$ cat src/rtl/cmp_pkg.sv
// cmp_pkg
// Shared definitions for the serial magnitude comparator:
//   state_t   - controller states (IDLE / RUN / DONE)
//   RES_*     - 3-bit {gt, lt, eq} result encodings
//   cmp_dims  - slice count and slices_used width for a WIDTH/SLICE pair
package cmp_pkg;

    typedef enum logic [1:0] {
        IDLE = 2'd0,
        RUN  = 2'd1,
        DONE = 2'd2
    } state_t;

    localparam logic [2:0] RES_GT = 3'b100;
    localparam logic [2:0] RES_LT = 3'b010;
    localparam logic [2:0] RES_EQ = 3'b001;

    typedef struct packed {
        int unsigned nslices;
        int unsigned used_w;
    } dims_t;

    // slices_used must be able to hold NSLICES itself, hence the +1.
    function automatic dims_t cmp_dims(input int unsigned width, input int unsigned slice);
        dims_t d;
        d.nslices = (slice == 0) ? 1 : width / slice;
        d.used_w  = $clog2(d.nslices) + 1;
        return d;
    endfunction

endpackage

$ cat src/rtl/compare_slice.sv
// compare_slice
// Purely combinational unsigned comparator for one SLICE-bit slice.
// Ports:
//   a, b  in  SLICE  slice operands
//   gt    out 1      a > b
//   lt    out 1      a < b
//   eq    out 1      a == b
module compare_slice
    import cmp_pkg::*;
#(
    parameter int unsigned SLICE = 4
) (
    input  logic [SLICE-1:0] a,
    input  logic [SLICE-1:0] b,
    output logic             gt,
    output logic             lt,
    output logic             eq
);

    always_comb begin
        gt = (a > b);
        lt = (a < b);
        eq = (a == b);
    end

endmodule

$ cat src/rtl/serial_compare_sequencer.sv
// serial_compare_sequencer
// Multi-cycle magnitude comparator. Operands are walked MSB-first, one
// SLICE-bit slice per cycle, through a single compare_slice instance. The
// first differing slice decides the result; if every slice is equal the
// captured cascade inputs are passed through unchanged.
//
// Optional build macro: EARLY_EXIT_EN - stop walking at the first deciding
// slice (data-dependent latency). Undefined: always NSLICES cycles.
//
// Ports:
//   clk, rst          clock (rising edge), async active-high reset
//   in_valid/in_ready input handshake for {a, b, gti, lti, eqi}
//   a, b              WIDTH-bit unsigned operands
//   gti, lti, eqi     cascade from the less-significant stage
//   out_valid/out_ready output handshake
//   gto, lto, eqo     comparison result (after cascade)
//   slices_used       slices evaluated for the current result
module serial_compare_sequencer
    import cmp_pkg::*;
#(
    parameter  int unsigned WIDTH   = 32,
    parameter  int unsigned SLICE   = 4,
    localparam dims_t       DIMS    = cmp_dims(WIDTH, SLICE),
    localparam int unsigned NSLICES = DIMS.nslices,
    localparam int unsigned USED_W  = DIMS.used_w
) (
    input  logic              clk,
    input  logic              rst,
    input  logic              in_valid,
    output logic              in_ready,
    input  logic [WIDTH-1:0]  a,
    input  logic [WIDTH-1:0]  b,
    input  logic              gti,
    input  logic              lti,
    input  logic              eqi,
    output logic              out_valid,
    input  logic              out_ready,
    output logic              gto,
    output logic              lto,
    output logic              eqo,
    output logic [USED_W-1:0] slices_used
);

    localparam int unsigned IDX_W = (NSLICES > 1) ? $clog2(NSLICES) : 1;

    if (SLICE == 0 || SLICE > WIDTH || (WIDTH % SLICE) != 0) begin : g_bad_cfg
        $error("serial_compare_sequencer: WIDTH must be a non-zero multiple of SLICE");
    end

    state_t state, state_nx;

    // Operands viewed as an array of slices; slice 0 holds the LSBs.
    logic [NSLICES-1:0][SLICE-1:0] a_q, b_q;
    logic                          gti_q, lti_q, eqi_q;
    logic                          dec_gt, dec_lt;
    logic [IDX_W-1:0]              idx;
    logic [USED_W-1:0]             used;

    logic s_gt, s_lt, s_eq;
    logic any_dec, nx_gt, nx_lt, run_last;
    logic [2:0] res;

    compare_slice #(.SLICE(SLICE)) u_slice (
        .a  (a_q[idx]),
        .b  (b_q[idx]),
        .gt (s_gt),
        .lt (s_lt),
        .eq (s_eq)
    );

    // A decision, once made, is sticky: lower slices cannot override it.
    assign any_dec = dec_gt | dec_lt;
    assign nx_gt   = dec_gt | (!any_dec && !s_eq && s_gt);
    assign nx_lt   = dec_lt | (!any_dec && !s_eq && s_lt);

`ifdef EARLY_EXIT_EN
    assign run_last = (idx == '0) || nx_gt || nx_lt;
`else
    assign run_last = (idx == '0);
`endif

    // State register
    always_ff @(posedge clk or posedge rst) begin
        if (rst) state <= IDLE;
        else     state <= state_nx;
    end

    // Next-state logic
    always_comb begin
        state_nx = state;
        unique case (state)
            IDLE:    if (in_valid)  state_nx = RUN;
            RUN:     if (run_last)  state_nx = DONE;
            DONE:    if (out_ready) state_nx = IDLE;
            default: state_nx = IDLE;
        endcase
    end

    // Datapath: operand capture, slice walk, decision tracking
    always_ff @(posedge clk or posedge rst) begin
        if (rst) begin
            a_q    <= '0;
            b_q    <= '0;
            gti_q  <= 1'b0;
            lti_q  <= 1'b0;
            eqi_q  <= 1'b0;
            dec_gt <= 1'b0;
            dec_lt <= 1'b0;
            idx    <= IDX_W'(NSLICES - 1);
            used   <= '0;
        end else begin
            unique case (state)
                IDLE: begin
                    if (in_valid) begin
                        a_q    <= a;
                        b_q    <= b;
                        gti_q  <= gti;
                        lti_q  <= lti;
                        eqi_q  <= eqi;
                        dec_gt <= 1'b0;
                        dec_lt <= 1'b0;
                        idx    <= IDX_W'(NSLICES - 1);
                        used   <= '0;
                    end
                end
                RUN: begin
                    dec_gt <= nx_gt;
                    dec_lt <= nx_lt;
                    used   <= used + USED_W'(1);
                    if (!run_last) idx <= idx - IDX_W'(1);
                end
                default: ;
            endcase
        end
    end

    // Outputs
    always_comb begin
        in_ready  = (state == IDLE) && !rst;
        out_valid = (state == DONE);
        res       = '0;
        if (state == DONE) begin
            if (any_dec) res = dec_gt ? RES_GT : RES_LT;
            else         res = {gti_q, lti_q, eqi_q};
        end
        {gto, lto, eqo} = res;
        slices_used     = used;
    end

endmodule

$ cat config.mk
export PLATFORM = sky130hd
export DESIGN_NAME = serial_compare_sequencer
export DESIGN_NICKNAME = d
export VERILOG_FILES = /design/src/rtl/cmp_pkg.sv /design/src/rtl/compare_slice.sv /design/src/rtl/serial_compare_sequencer.sv
export SDC_FILE = /design/constraint.sdc
export NUM_CORES = 1
export LEC_CHECK = 0
export BUFFER_PORTS_ARGS = -buffer_cell sky130_fd_sc_hd__buf_2
export CAP_MARGIN = 25
export CORE_AREA = 3 3 88 90
export CTS_CLUSTER_SIZE = 10
export DETAILED_ROUTE_END_ITERATION = 10
export DIE_AREA = 0 0 91 93
export PLACE_DENSITY = 0.76
export SETUP_SLACK_MARGIN = 0.02
export SLEW_MARGIN = 40
export SYNTH_ARGS = -nofsm -noshare
export SYNTH_HDL_FRONTEND = slang
export SYNTH_HIERARCHICAL = 1
export SYNTH_SLANG_ARGS = --single-unit
export TNS_END_PERCENT = 10
$ cat constraint.sdc
create_clock -name clk -period 3.66 [get_ports clk]
set_clock_uncertainty 0.1 [all_clocks]
set_input_delay 0.183 -clock clk [delete_from_list [all_inputs] [get_ports clk]]
set_output_delay 0.183 -clock clk [all_outputs]
set_load 0.02 [all_outputs]
Word-level counts from Yosys, hierarchy flattened
Cells that the tools add are included.
W data, S select, Z words.
{"block": "word_totals", "regBits": 78, "wordCells": 72}
{"block": "classes", "addsub": 2, "order_cmp": 3, "n_eq_ne": 7, "muxes": 19, "n_bitwise": 3, "reduce_logical": 14}
{"operator": "$bmux W4 S3", "n": 2}
{"operator": "$mux W3", "n": 5}
{"operator": "$mux W4", "n": 3}
{"operator": "$pmux W4 S2", "n": 1}
{"operator": "$mux W2", "n": 3}
{"operator": "$ne A2 B2 Y1 const B", "n": 3}
{"operator": "$pmux W2 S3", "n": 1}
{"operator": "$pmux W3 S2", "n": 1}
{"operator": "$reduce_and A3 Y1", "n": 2}
{"operator": "$add A4 B1 Y4 const B", "n": 1}
{"operator": "$eq A4 B4 Y1", "n": 1}
{"operator": "$gt A4 B4 Y1", "n": 1}
{"operator": "$logic_and A1 B1 Y1", "n": 4}
{"operator": "$lt A3 B4 Y1 const B", "n": 1}
{"operator": "$lt A4 B4 Y1", "n": 1}
{"operator": "$pmux W1 S2", "n": 2}
{"operator": "$reduce_and A2 Y1", "n": 2}
{"operator": "$logic_not A1 Y1", "n": 3}
{"operator": "$logic_not A3 Y1", "n": 1}
{"operator": "$or A1 B1 Y1", "n": 3}
{"operator": "$sub A3 B1 Y3 const B", "n": 1}
{"operator": "$eq A2 B1 Y1 const B", "n": 1}
{"operator": "$eq A2 B2 Y1 const B", "n": 1}
{"operator": "$logic_not A2 Y1", "n": 1}
{"operator": "other kinds (3)", "n": 3}

Logic depth before layout (Yosys ltp)
Gate-level depths: netlist of the first run.
{"block": "depth", "ltp_word": 8, "ltp_mapped": 10, "ltp_nobuf": 8}

Modules after synthesis
Netlist of the first run, hierarchy kept.
{"module": "serial_compare_sequencer", "n_inst": 1, "cells_each": 370, "area_per_inst_um2": 3617.2, "seq_area_each_um2": 1955.6}
{"module": "compare_slice", "n_inst": 1, "cells_each": 16, "area_per_inst_um2": 128.9, "seq_area_each_um2": 0.0}

Worst setup path after synthesis of the first run
OpenSTA, ideal clock, no wires.
{"block": "synth_timing", "path_type": "register to register", "startpoint": "register idx[0]", "endpoint": "register dec_lt", "setup_time_ns": 0.122, "arrival_ns": 2.349, "setup_slack_ns": 1.089, "path_stages_with_launch": 10, "n_path_buf": 2, "path_cell_list": "dfstp_2 buf_6 buf_12 mux4_2 mux2_4 ha_1 nor2b_4 o21bai_4 and2_1 a32o_1"}
{"block": "synth_via", "word_cells_on_any_way": 11}
{"item": "start: declaration", "line": "serial_compare_sequencer.sv:56", "text": "logic [IDX_W-1:0] idx;"}
{"item": "start signal: assignment", "line": "serial_compare_sequencer.sv:109", "text": "idx <= IDX_W'(NSLICES - 1);"}
{"item": "start signal: assignment", "line": "serial_compare_sequencer.sv:122", "text": "idx <= IDX_W'(NSLICES - 1);"}
{"item": "start signal: assignment", "line": "serial_compare_sequencer.sv:130", "text": "if (!run_last) idx <= idx - IDX_W'(1);"}
{"item": "$bmux W4 S3 (on tied branches)", "line": "serial_compare_sequencer.sv:64, serial_compare_sequencer.sv:65"}
{"item": "$mux W4 (on tied branches)", "line": "serial_compare_sequencer.sv:64, serial_compare_sequencer.sv:65"}
{"item": "$lt A4 B4 Y1 *", "line": "compare_slice.sv:22", "text": "lt = (a < b);"}
{"item": "net s_lt", "line": "serial_compare_sequencer.sv:59", "text": "logic s_gt, s_lt, s_eq;"}
{"item": "$logic_and A1 B1 Y1 *", "line": "serial_compare_sequencer.sv:74", "text": "assign nx_lt = dec_lt | (!any_dec && !s_eq && s_lt);"}
{"item": "$or A1 B1 Y1 *", "line": "serial_compare_sequencer.sv:74"}
{"item": "$pmux W1 S2 *", "line": "serial_compare_sequencer.sv:112", "text": "unique case (state)"}
{"item": "end signal: assignment", "line": "serial_compare_sequencer.sv:128", "text": "dec_lt <= nx_lt;"}
{"item": "end: declaration", "line": "serial_compare_sequencer.sv:55", "text": "logic dec_gt, dec_lt;"}
Mark *: on every way through the listed nets, which the timed path passes. The rest lies on a longest branch. The select of a mux whose other input is x is not followed.
A chain may end at the register's enable or synchronous reset.

Worst setup path in the final report of the first run
{"block": "layout_timing", "startpoint": "register idx[0]", "endpoint": "register dec_gt"}
{"block": "layout_via", "elab_chain_cells": 8, "word_cells_on_any_way": 11}
{"item": "$bmux W4 S3 (on tied branches)", "line": "serial_compare_sequencer.sv:64, serial_compare_sequencer.sv:65"}
{"item": "$mux W4 (on tied branches)", "line": "serial_compare_sequencer.sv:64, serial_compare_sequencer.sv:65"}
{"item": "$eq A4 B4 Y1 *", "line": "compare_slice.sv:23", "text": "eq = (a == b);"}
{"item": "net s_eq", "line": "serial_compare_sequencer.sv:59"}
{"item": "$logic_not A1 Y1 *", "line": "serial_compare_sequencer.sv:73", "text": "assign nx_gt = dec_gt | (!any_dec && !s_eq && s_gt);"}
{"item": "$logic_and A1 B1 Y1 * (2 in series)", "line": "serial_compare_sequencer.sv:73"}
{"item": "$or A1 B1 Y1 *", "line": "serial_compare_sequencer.sv:73"}
{"item": "$pmux W1 S2 *", "line": "serial_compare_sequencer.sv:112"}
{"item": "end signal: assignment", "line": "serial_compare_sequencer.sv:127", "text": "dec_gt <= nx_gt;"}
{"item": "end: declaration", "line": "serial_compare_sequencer.sv:55"}
Marks and branches as above.

==> results of run 1 <==
flip-flops by register name, summed over array words and instances, names as in the netlist:
register / cells
dec_gt: 1
gti_q: 1
b_q: 32
dec_lt: 1
idx: 3
a_q: 32
lti_q: 1
eqi_q: 1
state: 2
slices_used: 4
layout by cell type (no fill, tap or decap), types with 2 or more instances in the layout:
master	instances
nor4b_1	2
mux4_2	7
inv_1	8
dlygate4sd3_1	69
clkbuf_8	10
dfstp_2	3
dfrtp_1	75
nand2_1	209
nand3_1	2
clkinvlp_4	2
mux2_4	7
bufinv_16	2
ha_1	7
clkinv_2	2
a32o_1	2
buf_2	79
nor2_1	6
buf_4	3
mux4_1	9
nand2b_1	3
o21ai_0	2
nor3_1	2
a21oi_1	3
cells by family (layout without fill, tap and decap cells):
kind of cell / after synthesis / count (layout)
buffers and inverters: 30 / 176
adders and majority gates: 7 / 7
AOI/OAI and AO/OA: 13 / 13
DFF: 78 / 78
and+or+nand+nor: 232 / 232
xor gates and xnor gates: 1 / 1
muxes: 25 / 25
final cells by class:
class | instances | area, sq um
tap | 99 | 123.9
clock inverter | 6 | 85.08
fill | 526 | 2034
sequential | 78 | 1956
inverter | 9 | 36.28
clock buffer | 10 | 137.6
multi-input combinational | 278 | 1655
timing repair buffer | 151 | 1109
per-layer routing:
metal	up-vias	part of all wire (%)	GRT usage [%]
met1	1521	40	28.17
met4	0	4.1	11.56
met3	37	4.3	3.620
met5	-	0	0
li1	1532	-	-
met2	113	51	39.85
metrics by stage:
step / util (%) / total power, uW / hold slack [ns] / instances / area, sq um
final: 71.49 / 4107 / 0.3458 / 631 / 5102
after global routing: 71.49 / 4434 / 0.3988 / 631 / 5102
after CTS: 71.48 / 4116 / 0.3761 / 631 / 5101
after detailed placement: 58.68 / 3335 / 0.2410 / 546 / 4188
after global placement: 58.68 / 3243 / 0.2281 / 546 / 4188
after floorplan: - / 2967 / 0.1721 / 386 / 3746
critical path, delay by kind of cell, from the launching register on:
family | cells | cell delay, ns
AOI/OAI and AO/OA | 1 | 0.25
DFF | 1 | 0.88
muxes | 2 | 0.92
adders and majority gates | 1 | 0.30
and+or+nand+nor | 3 | 0.38
worst max path at each step:
stage,from,to,slack (ns),cells after the start
2_1_floorplan,idx[0],dec_lt,1.09,9
3_3_place_gp,idx[0],dec_lt,0.83,7
3_5_place_dp,idx[0],dec_gt,0.73,7
4_1_cts,idx[0],dec_gt,0.71,7
5_1_grt,idx[0],dec_lt,0.57,7
6_report,idx[0],dec_gt,0.72,7
power breakdown:
group | switching (uW) | internal, uW | total, uW
registers | 367 | 1290 | 1660
clock network | 310 | 400 | 710
logic | 804 | 938 | 1740
==> metrics.txt, run 1 <==
layout net count 605; Post-synth top cells nand2_1 (209), dfrtp_1 (75), clkbuf_1 (10), inv_1 (9), mux4_1 (9); mux contribution to synthesized area 13.89%; Vias 3203; IO Count 80; Critical Path AT 3.07 ns; Post-DP HPWL 5694 um; EDFF count, synth 0; area of the die 0.008463 sq mm; synthesized flop and latch total 78; crit end category register; r2r setup slk 0.72 ns; R2R Path Start idx[0]; startpoint type of the worst setup path register; top-count cell post-synth nand2_1; Synth Area in Compound Gates 2.705%; CTS tree built; 1st-iter DRT viols 216; final-report max-slew violation count 0; top-area cell type share of the netlist area 50.10%; Pre-antenna DRT Iters 4; CP required 3.79 ns; post-CTS setup buffers 0; cts bufs inserted 9; Cells after Synth 386; wire per inst 14.41 um; cell taking the most area after synthesis dfrtp_1; Setup Viol. Count Final 0; Initial Utilization 52.49%; crit path kind reg -> reg; wire length of the first global-routing pass 15240 um; number of port buffers 79; Die X 91 um; CTS Buffer Depth 2; Worst-Margin Slew 0.6474 ns; ys flop type dfrtp_1; Syn Nets 464; root buf cell clkbuf_8; HP Class in -> async; Hold Buf Count CTS 69; core footprint 0.007137 sq mm; critical path's slowest cell dfstp_2; CP most frequent cell nor2_1; Tcrit/Tclk final 80.21%; min Tclk post-route 2.936 ns; async set-reset flop share out of synthesis 100.0%; crit-path max FO 19; vias per cell 5.076; Syn Area/Cell 9.705 sq um; top post-synthesis cells by area dfrtp_1 (50%), nand2_1 (21%), mux4_1 (6.3%); simple-gate area share of the yosys netlist 24.85%; Pleak 0.002702 uW; largest net degree at the start of global routing 71; clk_lat worst skew 0.35 ns; Total GRT Usage 23.03%; CTS sink cnt 78; Worst VDD drop 0.0003055 V; die height 93 um; Routability Congestion 0.8064; vias in the first global route 3239; Post-Place Worst Slack 0.7275 ns; register area share after synthesis 52.20%; final WL 9094 um; max-cap violations 0; r2r endpoint dec_gt; status finished, final reports clean; Inserted Diodes 0; H-tree levels 3; max incr delay on CP 0.88 ns; FMAX 0.3407 GHz; Cell Chain, Critical Path mux4_1 > mux2_2 > ha_1 > nand2_1 > nor2_1 > nor2_1 > a32o_1; antenna violations before repair 0; Final Worst Setup Slack 0.7245 ns; synth unique cells 38; clock transition at the registers of the reported paths 0.08 ns; XOR/XNOR Fraction of Synth Area 0.2338%; Final TNS setup 0 ns; Hold Vio Cnt, Final 0; largest family of logic cells by synthesized area simple AND/OR/NAND/NOR gates; Slew HR 56.84%; Synth Warn # 6; R2R depth 7; Final ANT Viol Nets 0; Rows 31; DRC errors left 0; RSZ-0062 raised after global routing false; cts repair resizes 0; gr ovfl total 0; share of cells above drive strength 1 22.93%; post-synthesis adder-cell area fraction 2.338%; synthesis-to-layout area growth 36.21%; cell area after synthesis 0.003746 sq mm; PD cells 804.9 mW/mm^2
No activity file was read; power rests on OpenSTA's default activity.
==> run 2, diff against run 1 <==
--- a/config.mk
+++ b/config.mk
@@ -7,11 +7,11 @@
 export LEC_CHECK = 0
 export BUFFER_PORTS_ARGS = -buffer_cell sky130_fd_sc_hd__buf_2
 export CAP_MARGIN = 25
-export CORE_AREA = 3 3 88 90
+export CORE_AREA = 3 3 92 94
 export CTS_CLUSTER_SIZE = 10
 export DETAILED_ROUTE_END_ITERATION = 10
-export DIE_AREA = 0 0 91 93
-export PLACE_DENSITY = 0.76
+export DIE_AREA = 0 0 95 97
+export PLACE_DENSITY = 0.73
 export SETUP_SLACK_MARGIN = 0.02
 export SLEW_MARGIN = 40
 export SYNTH_ARGS = -nofsm -noshare
==> constraint.sdc (replaced) <==
create_clock -name clk -period 2.69 [get_ports clk]
set_clock_uncertainty 0.1 [all_clocks]
set_input_delay 0.1345 -clock clk [delete_from_list [all_inputs] [get_ports clk]]
set_output_delay 0.1345 -clock clk [all_outputs]
set_load 0.02 [all_outputs]
==> run 2 against run 1 <==
  * Utilization fell by 3.7 points
  * First-iteration DRC count shrank 31%
  * Setup slack got worse by 0.70 ns
  * Critical path depth rose by 2
  * Highest routed layer unchanged
  * Sequential share of layout area fell by 1.0 points
  * Clock-buffer cell count is 4 higher
  * Final area increased by 2.7%
  * Die area is 8.9% higher
==> metrics.txt, run 2 (synthesis gave the netlist of run 1 again) <==
1st-iter DRT viols 148 (-31%); Total Power 6057 uW (+47%); Worst VDD drop 0.0005010 V (+64%); fillers 567 (+7.8%); CTS tree built; DRC errors left 0 (unchanged); Worst-Margin Slew 0.6094 ns (-0.03799 ns); antenna violations before repair 0 (unchanged); vias per cell 4.961 (-2.3%); Routability Congestion 0.8283 (+2.7%); H-tree levels 3 (unchanged); Cell Count, Final, Fillers Out 642 (+1.7%); RSZ-0062 raised after global routing true; crit path kind reg -> reg; CTS Buffer Depth 2 (unchanged); status finished, final reports clean; min Tclk post-route 2.661 ns (-0.2743 ns); PD cells 1155 mW/mm^2 (+44%); Initial Utilization 48.48% (-4.0 points); IO Count 80 (unchanged); Tcrit/Tclk final 98.93% (+19 points); die height 97 um (+4.3%); Inserted Diodes 0 (unchanged); wire length of the first global-routing pass 15580 um (+2.3%); final-report max-slew violation count 0 (unchanged); core footprint 0.007727 sq mm (+8.3%); Die X 95 um (+4.4%); Total GRT Usage 21.95% (-1.1 points); number of port buffers 79 (unchanged); CTS sink cnt 78 (unchanged); commonest non-fill, non-tap cell in the layout nand2_1; max-cap violations 0 (unchanged); layout net count 613 (+1.3%); synthesis-to-layout area growth 39.95%; Post-DP HPWL 5824 um (+2.3%); Pleak 0.002735 uW (+1.2%); max incr delay on CP 0.58 ns (-0.30 ns); final WL 9597 um (+5.5%); root buf cell clkbuf_8; area of the die 0.009215 sq mm (+8.9%); FMAX 0.3758 GHz (+10%); startpoint type of the worst setup path register; share of cells above drive strength 1 26.30% (+3.4 points); crit-path max FO 8 (-11); wire per inst 14.95 um (+3.7%); Rows 32 (+3.2%); Final ANT Viol Nets 0 (unchanged); Vias 3185 (-0.56%); clk_lat worst skew 0.36 ns (about the same); commonest non-fill, non-tap cells in the layout nand2_1 (208), buf_2 (79), dfrtp_1 (75); CP required 2.84 ns (-0.95 ns); cts bufs inserted 9 (unchanged); Pre-antenna DRT Iters 4 (unchanged); largest net degree at the start of global routing 45 (-37%); register area 0.001956 sq mm (unchanged); Critical Path AT 2.81 ns (-0.26 ns); Largest delay share family, worst path multiplexers; clock transition at the registers of the reported paths 0.07 ns (about the same); final hold slack 0.2404 ns (-0.1055 ns); Critical path buffers and inverters 2 (+2); area of the multi-input gates 0.001685 sq mm (+1.8%); Cell Chain, Critical Path buf_12 > buf_12 > mux4_2 > mux2_4 > ha_4 > nand2_1 > nor2_2 > nor2_2 > a32o_1; Setup Viol. Count Final 0 (unchanged); Slew HR 59.32% (+2.5 points); crit end category register; critical path's slowest cell dfstp_2; vias in the first global route 3367 (+4.0%); Hold Vio Cnt, Final 0 (unchanged); HP Class in -> reg; placed cells 553 (+1.3%); gr ovfl total 0 (unchanged)
-- run 2: layout make-up --
class                      instances  area share, %
inverter                           9         0.6683
sequential                        78          37.30
clock buffer                      14          3.484
multi-input combinational        278          32.15
tap                              102          2.434
clock inverter                     2         0.7160
timing repair buffer             159          23.25
-- run 2: where the power goes --
group          total (uW)  switching [uW]  leakage (uW)  internal, uW
clock                 944             413      0.000109           531
sequential           2220             467      0.000961          1750
combinational        2890            1340       0.00166          1560
-- run 2: worst register-to-register path, cell delays in order (launching register included) --
cell,delay (ns)
dfstp_2,0.58
buf_12,0.14
buf_12,0.10
mux4_2,0.50
mux2_4,0.29
ha_4,0.27
nand2_1,0.06
nor2_2,0.20
nor2_2,0.07
a32o_1,0.25
-- run 2: per-stage QoR --
step | setup slack, ns | utilization (%) | setup TNS, ns | area, sq um
after floorplan | 0.1192 | - | 0 | 3746
after global placement | 0.08316 | 55.12 | 0 | 4259
after detailed placement | 0.03824 | 55.12 | 0 | 4259
after CTS | 0.03688 | 67.36 | 0 | 5205
after global routing | -0.01361 | 67.84 | -0.01361 | 5243
final | 0.02874 | 67.84 | 0 | 5243
-- run 2: path summary, 6_finish.rpt --
path / from / end / slack (ns) / depth (start not counted)
worst min-delay path: in_valid / state[0] / 0.24 / 3
min in group asynchronous: rst / slices_used[1] / 0.29 / 3
worst max-delay path: idx[0] / dec_gt / 0.03 / 9
max in group asynchronous: rst / idx[0] / 1.50 / 4
worst min register to register: slices_used[3] / slices_used[3] / 0.37 / 1
worst max register to register: idx[0] / dec_gt / 0.03 / 9
-- run 2: routing by layer --
layer | share of wire (%) | global-route usage, %
met2 | 52 | 37.31
met5 | 0 | 0
met1 | 42 | 27.38
met4 | 2.7 | 10.21
met3 | 3.0 | 2.955
-- run 2: repair_timing --
item	4_1_cts	5_1_grt
endpoints found under the setup margin	1	2
pin swaps	0	3
gates resized for setup	0	14
hold buffers	69	0
buffers inserted	3	1
hold endpoints to repair	101	0
==> run 3, diff against run 2 <==
--- a/config.mk
+++ b/config.mk
@@ -12,6 +12,7 @@
 export DETAILED_ROUTE_END_ITERATION = 10
 export DIE_AREA = 0 0 95 97
 export PLACE_DENSITY = 0.73
+export REMOVE_ABC_BUFFERS = 1
 export SETUP_SLACK_MARGIN = 0.02
 export SLEW_MARGIN = 40
 export SYNTH_ARGS = -nofsm -noshare
==> run 3 against run 2 <==
  * Global-route usage decreased by 0.94 points
  * Largest power group unchanged
  * Sequential power about the same
  * Clock-buffer cell count decreased by 4
  * First-iteration DRC count down 19%
  * Non-clock buffer count rose by 2
  * Utilization grew 0.50 points
  * Sequential share of layout area is 0.27 points lower
  * Register-to-register slack barely moved
  * Combinational power rose by 6%
==> metrics.txt, run 3 (synthesis gave the netlist of run 1 again) <==
clock transition at the registers of the reported paths 0.08 ns (about the same); clk_lat worst skew 0.35 ns (about the same); Critical Path AT 2.80 ns (about the same); Final Worst Setup Slack 0.02753 ns (-0.001210 ns); HP Class in -> async; PD cells 1180 mW/mm^2 (+2.1%); fin util 68.35% (+0.50 points); status finished, final reports clean; Routability Congestion 0.6989 (-16%); Setup Viol. Count Final 0 (unchanged); Vias 3189 (+0.13%); Slew HR 58.48% (-0.85 points); FMAX 0.3756 GHz (about the same); cts bufs inserted 9 (unchanged); antenna violations before repair 0 (unchanged); Rows 32 (unchanged); fin area 0.005281 sq mm (+0.74%); die height 97 um (unchanged); crit path kind reg -> reg; critical path's slowest cell dfstp_2; wire per inst 14.56 um (-2.6%); wire length of the first global-routing pass 15100 um (-3.1%); area of the die 0.009215 sq mm (unchanged); R2R Path Start idx[0]; root buf cell clkbuf_8; startpoint type of the worst setup path register; Tcrit/Tclk final 98.98% (about the same); min Tclk post-route 2.662 ns (+0.001210 ns); Total GRT Usage 21.01% (-0.94 points); final-report max-slew violation count 0 (unchanged); Inserted Diodes 0 (unchanged); CP required 2.82 ns (-0.02 ns); Worst VDD drop 0.0005521 V (+10%); R2R depth 8 (-1); Cell Chain, Critical Path buf_12 > mux4_2 > mux2_4 > ha_4 > nand2_4 > o21bai_4 > and2_4 > a32o_1; layout net count 615 (+0.33%); crit end category register; part of the power in combinational logic 49.1% (+1.3 points); max-cap violations 0 (unchanged); register area 0.001956 sq mm (unchanged); Final TNS setup 0 ns (unchanged); commonest non-fill, non-tap cells in the layout nand2_1 (208), buf_2 (79), dfrtp_1 (75); H-tree levels 3 (unchanged); vias in the first global route 3234 (-4.0%); 1st-iter DRT viols 120 (-19%); r2r setup slk 0.03 ns (about the same); core footprint 0.007727 sq mm (unchanged); DP Area 0.004247 sq mm (-0.29%); CTS Buffer Depth 2 (unchanged); Clk pwr share 15.4% (-0.2 points); number of port buffers 79 (unchanged); final WL 9374 um (-2.3%); DRC errors left 0 (unchanged); synthesis-to-layout area growth 40.98%; largest net degree at the start of global routing 48 (+6.7%); IO Count 80 (unchanged); Sw Share 36.57% (-0.052 points); Post-DP HPWL 5761 um (-1.1%); Net Sw Power 2279 uW (+2.7%); share of cells above drive strength 1 27.12% (+0.83 points); Initial Utilization 48.48% (unchanged); max incr delay on CP 0.61 ns (+0.03 ns); commonest non-fill, non-tap cell in the layout nand2_1; CTS tree built; CTS sink cnt 78 (unchanged); r2r endpoint dec_lt; crit-path max FO 5 (-3); Pre-antenna DRT Iters 4 (unchanged); Post-Place Worst Slack -0.003279 ns (-0.04152 ns); Pleak 0.002756 uW (+0.77%); Final ANT Viol Nets 0 (unchanged); vias per cell 4.952 (-0.19%); gr ovfl total 0 (unchanged); Die X 95 um (unchanged); Cell Int Power 3952 uW (+3.0%); Seq pwr share 35.5% (-1.1 points); Hold Vio Cnt, Final 0 (unchanged); RSZ-0062 raised after global routing true; Worst-Margin Slew 0.6228 ns (+0.01341 ns); area of the multi-input gates 0.001702 sq mm (+0.96%); fillers 581 (+2.5%)
==> run 3: power by group through the flow <==
stage	clock, uW	combinational [uW]	sequential, uW
finish	958	3060	2210
global route	1020	3370	2280
CTS	972	2560	2180
detailed placement	0	2410	2200
global placement	0	2290	2180
floorplan	0	1830	2110
==> run 3: layout make-up <==
cell class	count	area share [%]
multi-input combinational	278	32.22
sequential	78	37.03
clock buffer	10	2.416
inverter	9	0.7107
clock inverter	6	1.635
timing repair buffer	161	23.57
tap	102	2.416
==> run 3: what timing repair did <==
item / in CTS / in global routing
gates resized for setup: 2 / 23
hold buffers: 69 / 0
cloned: 0 / 1
pin swaps: 0 / 4
endpoints found under the hold margin: 97 / 0
buffers inserted: 3 / 2
setup endpoints to repair: 2 / 2
==> run 3: worst max-delay path by stage <==
stage                   to  slack [ns]  cells past startpoint      from
floorplan           idx[0]       -0.21                      3  state[1]
global placement    dec_lt        0.09                      8    idx[0]
detailed placement  dec_lt      -0.003                      8    idx[0]
CTS                 dec_lt        0.02                      8    idx[0]
global route        dec_lt       -0.04                     10    idx[0]
finish              dec_lt        0.03                      8    idx[0]
==> run 3: per-stage QoR <==
step	std cells	power, uW	hold WS, ns
floorplan	365	3945	0.1236
global placement	553	4467	0.09684
detailed placement	553	4606	0.1065
CTS	641	5713	0.2815
global route	644	6672	0.3112
finish	644	6231	0.2668
==> run 3: per-layer routing <==
layer  global-route usage (%)  routed length (um)
met2                    34.87                4712
met4                    8.768                 246
met1                    27.00                4024
met5                        0                   0
met3                    3.499                 390
==> run 3: critical path: cells and delay by family (launching register included) <==
| kind | cells | cell delay, ns |
|---|---|---|
| muxes | 2 | 0.81 |
| buffers and inverters | 1 | 0.14 |
| DFF | 1 | 0.61 |
| AOI/OAI and AO/OA | 2 | 0.42 |
| and+or+nand+nor | 2 | 0.18 |
| adders and majority gates | 1 | 0.30 |
